[config.mk]
export PLATFORM = sky130hd
export DESIGN_NAME = preg_freelist_flat
export DESIGN_NICKNAME = d
export VERILOG_FILES = /design/src/rtl/preg_freelist_if.sv /design/src/rtl/preg_freelist.sv /design/src/flat_wrapper.sv
export SDC_FILE = /design/constraint.sdc
export NUM_CORES = 1
export LEC_CHECK = 0
export ABC_AREA = 1
export CAP_MARGIN = 10
export CORE_MARGIN = 1.5
export CORE_UTILIZATION = 40
export CTS_CLUSTER_SIZE = 20
export DETAILED_ROUTE_END_ITERATION = 10
export RECOVER_POWER = 100
export SKIP_CTS_REPAIR_TIMING = 1
export SLEW_MARGIN = 20
export SYNTH_ARGS = -nofsm -noshare
export SYNTH_HDL_FRONTEND = slang
export SYNTH_HIERARCHICAL = 1
export SYNTH_SLANG_ARGS = --single-unit
[constraint.sdc]
create_clock -name clk -period 6.7 [get_ports clk]
set_input_delay 1.005 -clock clk [delete_from_list [all_inputs] [get_ports clk]]
set_output_delay 1.005 -clock clk [all_outputs]
set_load 0.005 [all_outputs]
[src/rtl/preg_freelist_if.sv]
// Shared retire-entry type and the squash handshake seen by the free list.
// The ROB entry fields are sized for the largest supported configuration; narrower builds use the low bits.
package preg_freelist_pkg;
  localparam int ROB_PREG_BITS = 6;
  localparam int ROB_AREG_BITS = 5;

  typedef struct packed {
    logic                     needprf2arf;
    logic [ROB_AREG_BITS-1:0] ard;
    logic [ROB_PREG_BITS-1:0] prd;
  } rob_entry_t;
endpackage

interface squash_if;
  logic valid;

  modport master (output valid);
  modport slave  (input  valid);
endinterface

[src/rtl/preg_freelist.sv]
// Physical-register free list with committed map table; recycles displaced pregs
// at retire and rebuilds the free FIFO from the committed map after a squash.
module preg_freelist_chk #(
  parameter int PRFSIZE      = 64,
  parameter int PREG_ID_BITS = $clog2(PRFSIZE)
) (
  input logic                  clk,
  input logic                  rstn,
  input logic                  retire_s,
  input logic                  rebuilding_s,
  input logic                  push_s,
  input logic                  squash_s,
  input logic [PREG_ID_BITS:0] count_s
);
  // Protocol and capacity checks, sampled at each active edge out of reset
  always_ff @(posedge clk) begin
    if (rstn) begin
      assert (!(retire_s && rebuilding_s))
        else $error("retire while rebuilding");
      assert (!(push_s && !squash_s && (count_s == (PREG_ID_BITS+1)'(PRFSIZE))))
        else $error("push into a full free list");
    end
  end
endmodule

module preg_freelist #(
  parameter int PRFSIZE      = 64,
  parameter int ARFSIZE      = 32,
  parameter int PREG_ID_BITS = $clog2(PRFSIZE),
  parameter int AREG_ID_BITS = $clog2(ARFSIZE)
) (
  input  logic                          clk,
  input  logic                          rstn,
  input  logic                          alloc_i,
  output logic                          alloc_ready_o,
  output logic [PREG_ID_BITS-1:0]       alloc_preg_o,
  input  preg_freelist_pkg::rob_entry_t retire_entry_i,
  input  logic                          retire_entry_i_valid,
  squash_if.slave                       squash_io,
  output logic [PREG_ID_BITS:0]         free_count_o,
  output logic                          rebuilding_o
);
  typedef enum logic {REBUILD = 1'b0, READY = 1'b1} state_t;
  typedef logic [PREG_ID_BITS-1:0] preg_t;
  typedef logic [PREG_ID_BITS:0]   cnt_t;

  state_t                  state_r;
  state_t                  state_nxt_s;
  preg_t                   fifo_r [PRFSIZE];
  preg_t                   arat_r [ARFSIZE];
  logic [ARFSIZE-1:0]      arat_valid_r;
  logic [PRFSIZE-1:0]      inuse_r;
  preg_t                   head_r;
  preg_t                   tail_r;
  cnt_t                    count_r;
  cnt_t                    scan_idx_r;

  logic [AREG_ID_BITS-1:0] ard_s;
  preg_t                   prd_s;
  preg_t                   old_s;
  preg_t                   push_val_s;
  logic                    retire_s;
  logic                    displace_s;
  logic                    scan_free_s;
  logic                    push_s;
  logic                    pop_s;
  logic                    squash_s;
  logic                    scan_last_s;

  // Retire decode plus push/pop arbitration; a retire never overlaps the scan
  always_comb begin
    ard_s       = retire_entry_i.ard[AREG_ID_BITS-1:0];
    prd_s       = retire_entry_i.prd[PREG_ID_BITS-1:0];
    old_s       = arat_r[ard_s];
    retire_s    = retire_entry_i_valid && retire_entry_i.needprf2arf;
    displace_s  = retire_s && arat_valid_r[ard_s] && (old_s != prd_s);
    scan_free_s = (state_r == REBUILD) && !inuse_r[scan_idx_r[PREG_ID_BITS-1:0]];
    push_s      = scan_free_s || displace_s;
    if (scan_free_s) begin
      push_val_s = scan_idx_r[PREG_ID_BITS-1:0];
    end else begin
      push_val_s = old_s;
    end
    pop_s       = alloc_i && alloc_ready_o;
    squash_s    = squash_io.valid;
    scan_last_s = (scan_idx_r == cnt_t'(PRFSIZE - 1));
  end

  // FSM next state: squash always restarts the scan
  always_comb begin
    state_nxt_s = state_r;
    if (squash_s) begin
      state_nxt_s = REBUILD;
    end else begin
      case (state_r)
        REBUILD: begin
          if (scan_last_s) begin
            state_nxt_s = READY;
          end else begin
            state_nxt_s = REBUILD;
          end
        end
        READY:   state_nxt_s = READY;
        default: state_nxt_s = REBUILD;
      endcase
    end
  end

  // State, FIFO pointers, occupancy and scan index
  always_ff @(posedge clk) begin
    if (!rstn) begin
      state_r    <= REBUILD;
      head_r     <= '0;
      tail_r     <= '0;
      count_r    <= '0;
      scan_idx_r <= '0;
    end else begin
      state_r <= state_nxt_s;
      if (squash_s) begin
        head_r     <= '0;
        tail_r     <= '0;
        count_r    <= '0;
        scan_idx_r <= '0;
      end else begin
        if (push_s) tail_r <= tail_r + preg_t'(1);
        if (pop_s)  head_r <= head_r + preg_t'(1);
        count_r <= count_r + cnt_t'(push_s) - cnt_t'(pop_s);
        if (state_r == REBUILD) scan_idx_r <= scan_idx_r + cnt_t'(1);
      end
    end
  end

  // FIFO storage; a squash discards any same-cycle push
  always_ff @(posedge clk) begin
    if (rstn && !squash_s && push_s) begin
      fifo_r[tail_r] <= push_val_s;
    end
  end

  // Committed map contents; qualified by arat_valid_r so no reset needed
  always_ff @(posedge clk) begin
    if (rstn && retire_s) begin
      arat_r[ard_s] <= prd_s;
    end
  end

  // Committed map valid bits and committed-in-use vector
  always_ff @(posedge clk) begin
    if (!rstn) begin
      arat_valid_r <= '0;
      inuse_r      <= '0;
    end else if (retire_s) begin
      arat_valid_r[ard_s] <= 1'b1;
      inuse_r[prd_s]      <= 1'b1;
      if (displace_s) inuse_r[old_s] <= 1'b0;
    end
  end

  assign alloc_ready_o = (state_r == READY) && (count_r != '0);
  assign alloc_preg_o  = fifo_r[head_r];
  assign free_count_o  = count_r;
  assign rebuilding_o  = (state_r == REBUILD);

  preg_freelist_chk #(
    .PRFSIZE      (PRFSIZE),
    .PREG_ID_BITS (PREG_ID_BITS)
  ) u_chk (
    .clk          (clk),
    .rstn         (rstn),
    .retire_s     (retire_s),
    .rebuilding_s (rebuilding_o),
    .push_s       (push_s),
    .squash_s     (squash_s),
    .count_s      (count_r)
  );
endmodule

[src/flat_wrapper.sv]
// flat-port wrapper written by rule: the top's interface ports become plain ports
module preg_freelist_flat 
#(
  parameter int PRFSIZE      = 64,
  parameter int ARFSIZE      = 32,
  parameter int PREG_ID_BITS = $clog2(PRFSIZE),
  parameter int AREG_ID_BITS = $clog2(ARFSIZE)
)
  (clk, rstn, alloc_i, alloc_ready_o, alloc_preg_o, retire_entry_i, retire_entry_i_valid, free_count_o, rebuilding_o, squash_io_valid);
  squash_if squash_io_i ();
  input  logic clk;
  input  logic rstn;
  input  logic alloc_i;
  output logic alloc_ready_o;
  output logic [PREG_ID_BITS-1:0] alloc_preg_o;
  input  preg_freelist_pkg::rob_entry_t retire_entry_i;
  input  logic retire_entry_i_valid;
  output logic [PREG_ID_BITS:0] free_count_o;
  output logic rebuilding_o;
  input wire logic [$bits(squash_io_i.valid)-1:0] squash_io_valid;
  assign squash_io_i.valid = squash_io_valid;
  preg_freelist #(.PRFSIZE(PRFSIZE), .ARFSIZE(ARFSIZE), .PREG_ID_BITS(PREG_ID_BITS), .AREG_ID_BITS(AREG_ID_BITS)) u_core (.clk(clk), .rstn(rstn), .alloc_i(alloc_i), .alloc_ready_o(alloc_ready_o), .alloc_preg_o(alloc_preg_o), .retire_entry_i(retire_entry_i), .retire_entry_i_valid(retire_entry_i_valid), .squash_io(squash_io_i), .free_count_o(free_count_o), .rebuilding_o(rebuilding_o));
endmodule
### After elaboration in Yosys (flattened, before gate mapping)

Memory sizes are Yosys's and may differ from the RTL's. A register that Yosys moved wholly into a read port is not among the register bits.
Cells that the tools add are included.
Widths: inputs -> output; s select.

| operators by class | value |
|---|---|
| eq/ne operators | 2 |
| order comparisons | 7 |
| bitwise logic cells | 6 |
| multiplexer cells | 20 |
| add/subtract/negate cells | 5 |
| reduce and logical (&&, ||, !) cells | 17 |

Operators by type and width:

| cell | count |
|---|---|
| $and 64x64->64 | 1 |
| $mux 64 | 1 |
| $not 64->64 | 1 |
| $or 64x64->64 | 1 |
| $or 32x32->32 | 1 |
| $lt 6x7->1 const B | 3 |
| $mux 6 | 3 |
| $add 6x1->6 const B | 2 |
| $demux 1 s6 | 2 |
| $ge 6x1->1 const B | 2 |
| $logic_and 1x1->1 | 12 |
| $mux 1 | 10 |
| $add 7x1->7 | 1 |
| $add 7x1->7 const B | 1 |
| $eq 7x6->1 const B | 1 |
| $reduce_bool 7->1 | 1 |
| $sub 7x1->7 | 1 |
| $bmux 1 s6 | 1 |
| $lt 5x6->1 const B | 1 |
| $ne 6x6->1 | 1 |
| $bmux 1 s5 | 1 |
| $demux 1 s5 | 1 |
| $ge 5x1->1 const B | 1 |
| $logic_not 1->1 | 2 |
| 4 further kinds | 5 |

| storage, ports and cells | value |
|---|---|
| output and inout port bits | 15 |
| memories kept | 2 |
| bits in writable memories | 576 |
| input port bits | 17 |
| register bits | 123 |
| word-level logic and storage cells | 66 |

Memories:

| name | depth | width | rd ports | clocked after memory_dff | write ports | RTL line | RTL |
|---|---|---|---|---|---|---|---|
| u_core.fifo_r | 64 | 6 | 1 | 1 | 1 | preg_freelist.sv:49 | `preg_t fifo_r [PRFSIZE];` |
| u_core.arat_r | 32 | 6 | 1 | 0 | 1 | preg_freelist.sv:50 | `preg_t arat_r [ARFSIZE];` |

### Logic depth before layout (Yosys ltp)

| logic depth | value |
|---|---|
| depth after elaboration | 8 |
| depth in mapped cells | 31 |

### Worst setup path before layout

OpenSTA, ideal clock, no wires.

| path | value |
|---|---|
| path kind | reg-to-reg |
| from | reg u_core.scan_idx_r[0] |
| to | mem u_core/fifo_r[0][0] (netlist bit) (data pin) |
| clock period less this slack | 4.987 ns |
| arrival time | 4.285 ns |
| slack | 1.713 ns |
| data required time | 5.998 ns |
| stages on the path, launching flop included | 13 |
| cell sequence | dfxtp_1 > buf_2 > inv_1 > clkbuf_1 > a21oi_1 > o21ai_0 > nand3_1 > nand3_1 > nand4_1 > nand3_1 > nand3_1 > clkbuf_1 > o21ai_0 |

| on the way | value |
|---|---|
| longest elaborated chain between the ends | 5 |

RTL lines:

| item | RTL line | RTL |
|---|---|---|
| start: declaration | preg_freelist.sv:56 | `cnt_t scan_idx_r;` |
| start signal: assignment | preg_freelist.sv:128 | `if (state_r == REBUILD) scan_idx_r <= scan_idx_r + cnt_t'(1);` |
| $bmux 1 s6 | preg_freelist.sv:77 | `scan_free_s = (state_r == REBUILD) && !inuse_r[scan_idx_r[PREG_ID_BITS-1:0]];` |
| $mux 1 (implied by the code) | preg_freelist.sv:77 |  |
| $logic_not 1->1 | preg_freelist.sv:77 |  |
| $logic_and 1x1->1 | preg_freelist.sv:77 |  |
| $mux 6 (*) | preg_freelist.sv:79 | `if (scan_free_s) begin` |
| net u_core.push_val_s[0] | preg_freelist.sv:61 | `preg_t push_val_s;` |
| end: declaration | preg_freelist.sv:49 |  |

The timed path passes the listed nets; every way through them passes the cells marked *. The select of a mux whose other input is x is not followed.

==> results.md <==
- Post-route DRC: 0
- Final setup viols: 0
- CTS buffer count: 78
- TritonCTS clock tree: built
- Path type of the worst setup path: reg2out
- Cells after Synth: 2932
- Root buf cell: clkbuf_16
- Initial DRC Count: 2103
- First-pass GRT wire length: 120000 um
- Maximum vdd drop: 0.227 mV
- Main combinational cell family by area after synthesis: simple AND/OR/NAND/NOR gates
- Fraction of registers with async set/reset: 0%
- EDFF count, synth: 576
- Nets: 2976
- Hold crit path type: reg2reg
- First-pass DRT Iterations: 6
- R2R Setup Slk: 1.04 ns
- Slew Viols, Final: 324
- Worst-Margin Slew: 2.98 ns
- Die footprint: 0.0760 mm2
- Sequential fraction of the synthesis area: 66.9%
- Minimum clock period: 5.69 ns
- Ratio of cells with drive above 1 in the final layout: 5.81%
- Initial antenna violation count: 0
- TNS Setup: 0 ns
- Syn_area_per_cell: 10.1 um2
- Antenna viol nets, final: 0
- Largest net degree at the start of global routing: 193
- Port Buffer Count: 31
- Clk slew on worst S/H paths: 0.06 ns
- Most used flip-flop cell after synthesis: edfxtp_1
- Worst Clk Skew: 0.0563 ns
- DP HPWL: 46000 um
- Placeable Area: 0.0732 mm2
- Top cells by area, synth: edfxtp_1 (58%), nand2_1 (9.2%), dfxtp_1 (8.7%)
- WHS Endpoint: u_core/arat_valid_r[5]
- WP data arrival: 4.68 ns
- Vias per cell: 5.41
- P_leak: 12.5 nW
- RePlAce Congestion: 0.899
- Post-Syn Area: 0.0297 mm2
- Boundary pin count: 32
- Die width: 276 um
- Reg-to-reg endpoint: u_core/fifo_r[26][0]
- Synth unique cells: 43
- Mux share of post-synthesis cell area: 0%
- XOR/XNOR share of the synthesized area: 0.177%
- DP Area: 0.0311 mm2
- Routed wire length: 76900 um
- Compound-Gate Fraction of Synth Area: 10.8%
- Violated checks: max-capacitance violations, max-slew violations
- PwrDens: 284 mW/mm2
- Reg-to-Reg Start: u_core/scan_idx_r[0]
- H-tree lvl count: 3
- Nature of the critical path startpoint: flip-flop
- Min-Delay Path Depth: 2
- Area Overhead vs Synth: 13.4%
- Critical path fanouts, max: 96
- Status: finished, violations left
- Fmax: 176 MHz
- Final core occ: 46.0%
- Max Cap Viol: 7
- Initial Util: 40.6%
- Top-count cell post-synth: nand2_1
- Pwr Total: 9.59 mW
- Adder-cell share of the synthesized area: 0.572%
- Crit share post-route: 84.9%
- Slew headroom: -98.9%
- #FFs+latches synth: 705
- Filler cells: 6690
- RSZ-0062 raised after global routing: false
- Hold Fails Final Rpt: 0
- Vias: 21500
- WL per Instance: 19.4 um
- Library cell with the largest summed area after synthesis: edfxtp_1
- Hold Crit Start: u_core/arat_valid_r[5]
- Crit. End Element: primary output
- Top cells by count, synth: nand2_1 (727), edfxtp_1 (576), nor2_1 (454)
- Total global routing track utilization: 20.2%
- # rows: 99
- Yosys synthesis warning count: 6
- FF-to-FF path depth: 13
- Gr ovfl total: 0
- Share of Yosys cell area claimed by the top area cell type: 58.2%
- Vias in the first global route: 21000
- Synth Area in Simple Gates: 17.2%
- Syn_nets: 2962
- Clock latency on the worst-skew pair: 0.64 ns
- Final instance area: 0.0337 mm2
- Die Y: 276 um
- Worst Path Required: 5.69 ns
- # clock sinks: 705
- Clock Path Buffers: 3
report_power, final:
group          switching, mW  internal, mW
registers            0.00783          4.76
clock network           1.80          2.64
logic                  0.292        0.0852
total                   2.10          7.49
cells in the final DEF, fill, tap and decap left out, types with 7 or more instances in the layout:
master,netlist,routed
dfxtp_1,129,126
clkinv_1,4,22
ha_1,12,12
o211ai_1,9,9
nor4_1,9,7
bufinv_16,0,12
nand4_1,10,10
clkinv_2,0,10
nand2_1,727,728
a22oi_1,7,7
dlygate4sd3_1,0,22
o22ai_1,121,121
buf_4,0,26
nor2_1,454,458
nor3_1,22,21
clkbuf_1,111,23
edfxtp_1,576,576
inv_1,179,180
a21oi_1,100,100
clkdlybuf4s50_1,0,8
o221ai_1,23,23
clkbuf_16,0,78
nand3_1,58,61
o21ai_0,299,295
clkbuf_2,0,7
routing by layer:
layer	vias up	track usage, %	routed length [um]
li1	10100	-	-
met1	10400	28.3	34300
met2	809	32.1	35000
met3	163	3.11	5260
met4	0	6.93	2290
met5	-	0	0
worst max-delay path, cell delays in order (launching register included):
cell and delay (ns):
dfxtp_2 0.34, clkbuf_2 1.49, o21ai_0 0.31, o22ai_1 0.34, nor2_1 0.08, o32ai_1 0.48
o221ai_1 0.20, nand2_1 0.18, dlygate4sd3_1 0.59
worst max-delay path by stage:
stage,endpoint,slack (ns)
global route,u_core/free_count_o[6],0.53
finish,alloc_preg_o[5],1.01
detailed placement,u_core/free_count_o[6],0.81
CTS,u_core/free_count_o[6],1.45
floorplan,u_core/fifo_r[0][0],1.71
global placement,u_core/free_count_o[6],0.84
sequential cells by signal, indices dropped and copies added (netlist names), named ones only:
register,flops
u_core/scan_idx_r,7
u_core/fifo_r,384
u_core/free_count_o,7
u_core/arat_r,192
u_core/tail_r,6
u_core/state_r,1
u_core/inuse_r,64
u_core/head_r,6
u_core/arat_valid_r,32
metrics by stage:
step / setup WS, ns / instances / hold slack (ns)
3_3_place_gp: 0.837 / 3825 / 0.438
3_5_place_dp: 0.808 / 3825 / 0.446
5_1_grt: 0.533 / 3969 / 0.483
4_1_cts: 1.45 / 3969 / 0.459
2_1_floorplan: 1.71 / 2932 / 0.426
6_report: 1.01 / 3970 / 0.453
logic make-up (layout without fill, tap and decap cells):
group           count (synthesis)  after routing
simple gates                 1300           1300
fa+ha+maj                      13             13
other cells                     0              1
buf+inv                       333            411
xor+xnor                        6              6
flops                         705            705
compound gates                575            575
area by class of cell:
cell class                 count  area, um2  area share, %
sequential                   705      19900           59.0
multi-input combinational   1894       8560           25.4
clock buffer                  91       2000           5.94
tap                          959       1200           3.56
inverter                     190        719           2.13
clock inverter                53        707           2.10
timing repair buffer          77        633           1.88
antenna                        1       2.50        0.00742
Power figures use the tool's default switching activity.
==> RTL edit, RTL diff (same flow settings) <==
Register the output `free_count_o` once more, with the module's reset; this adds one clock of latency there. The other outputs are not delayed to match.
--- a/src/rtl/preg_freelist.sv
+++ b/src/rtl/preg_freelist.sv
@@ -160,3 +160,9 @@
   assign alloc_preg_o  = fifo_r[head_r];
-  assign free_count_o  = count_r;
+  always_ff @(posedge clk) begin
+    if (!rstn) begin
+      free_count_o <= '0;
+    end else begin
+      free_count_o <= count_r;
+    end
+  end
   assign rebuilding_o  = (state_r == REBUILD);
Formal check against the unedited RTL: not equivalent (Yosys sat finds a counterexample within 4 cycles, from zero or initial values and one cycle with rstn low).
==> RTL edit against the unedited design <==
  * The run still ends with capacitance limit, slew limit left
  * Via count up 0.61%
  * Final area barely moved
  * Power decreased by 2.1%
  * Critical path type is now in -> reg
  * Sequential share of layout area grew 0.42 points
  * Synthesized area increased by 0.60%
  * Sequential power rose by 0.8%
  * Wire length up 2.9%
  * Count of clock-buffer cells in the layout is 8 higher
  * Sequential cell count rose by 7
  * Largest power group unchanged
  * Die area is 0.59% higher
  * Highest routed layer unchanged
  * Worst setup slack better by 0.14 ns
  * First-iteration DRC count increased by 11%
==> RTL edit: results (changes against the unedited design) <==
Status: complete, but fails checks (unchanged)
Failing checks: capacitance limit, slew limit (unchanged)
First-pass GRT wire length: 122,400 µm (was 119,500 µm)
Placed instance area: 31,280 µm² (was 31,120 µm²)
Actual slew at the worst max-slew pin: 2.414 ns (was 2.984 ns)
Met3 routed WL: 6026 µm (was 5255 µm)
Crit path max-delay family: simple AND/OR/NAND/NOR gates (was buffers and inverters)
Seq cells: 712 (was 705)
Invs w/o clock: 195 (was 190)
Final clock-cell share: 7.421% (was 8.032%)
DRT met1 WL: 34,150 µm (was 34,320 µm)
Max incr delay on CP: 0.54 ns (was 1.49 ns)
Core Util, Final: 45.42% (was 46.05%)
#MultiIn Comb: 1,904 (was 1,894)
HPWL Detailed: 48,160 µm (was 46,030 µm)
Synthesized instance count: 2,957 (was 2,932)
Pre-CTS WS: 0.9596 ns (was 0.8082 ns)
Met1 Use GR: 28.40% (was 28.33%)
Final GP Congestion: 0.9360 (was 0.8990)
R2R depth: 24 (was 13)
All-Layer GR Usage: 20.53% (was 20.24%)
Peak VDD IR: 0.0002163 V (was 0.0002268 V)
Largest net degree at the start of global routing: 138 (was 193)
Reg2reg end: u_core/count_r[6] (was u_core/fifo_r[26][0])
Fill cell count: 6,787 (was 6,690)
Max FO, Critical Path: 38 (was 96)
Kind of start point of the critical path: primary input (was flip-flop)
CP arrival: 6.11 ns (was 4.68 ns)
Vias in the first global route: 20,910 (was 20,970)
Number of max-cap violations: 13 (was 7)
Synth top cells by count: 734 x nand2_1, 576 x edfxtp_1, 454 x nor2_1 (was 727 x nand2_1, 576 x edfxtp_1, 454 x nor2_1)
Initial DRC Count: 2,340 (was 2,103)
Non-clock buffer share: 1.749% (was 1.878%)
Via-to-Cell Ratio: 5.410 (was 5.407)
Nets: 2,992 (was 2,976)
Met2 WL: 36,230 µm (was 35,050 µm)
Register Area: 20,020 µm² (was 19,890 µm²)
Reg2Reg Setup Slack: 1.92 ns (was 1.04 ns)
CTS buffer count: 77 (was 78)
Multi-input logic portion of the cell area: 25.63% (was 25.40%)
Finished Layout Cells: 3,992 (was 3,970)
GR Util met3: 3.541% (was 3.106%)
Slowest CP cell: dlygate4sd3_1 (was clkbuf_2)
Tap cells: 969 (was 959)
Leakage power: 12.46 nW (was 12.49 nW)
Share of layout cells above drive strength 1: 5.590% (was 5.814%)
Final Max Tran Viols: 655 (was 324)
CLK BUF: 99 (was 91)
## RTL edit: cell families after synthesis
| logic type | synth area share [%] |
|---|---|
| and+or+nand+nor | 17.05 |
| DFF | 66.95 |
| AOI/OAI and AO/OA | 10.82 |
| buffers and inverters | 4.436 |
| adders and majority gates | 0.5691 |
| xor gates and xnor gates | 0.1757 |
## RTL edit: worst max-delay path by stage
stage / to / slack, ns
after floorplan: u_core/fifo_r[0][0] / 1.71
after global placement: u_core/count_r[6] / 1.11
after detailed placement: u_core/count_r[6] / 0.96
after CTS: u_core/count_r[6] / 1.58
after global routing: u_core/count_r[6] / 0.65
final: u_core/count_r[6] / 1.15
## RTL edit: power groups by stage
stage / Clock, mW / Sequential, mW / Combinational, mW
global placement: 0 / 4.90 / 0.385
floorplan: 0 / 4.90 / 0.217
global route: 4.45 / 4.81 / 0.428
CTS: 4.27 / 4.80 / 0.392
detailed placement: 0 / 4.90 / 0.391
finish: 4.19 / 4.81 / 0.387
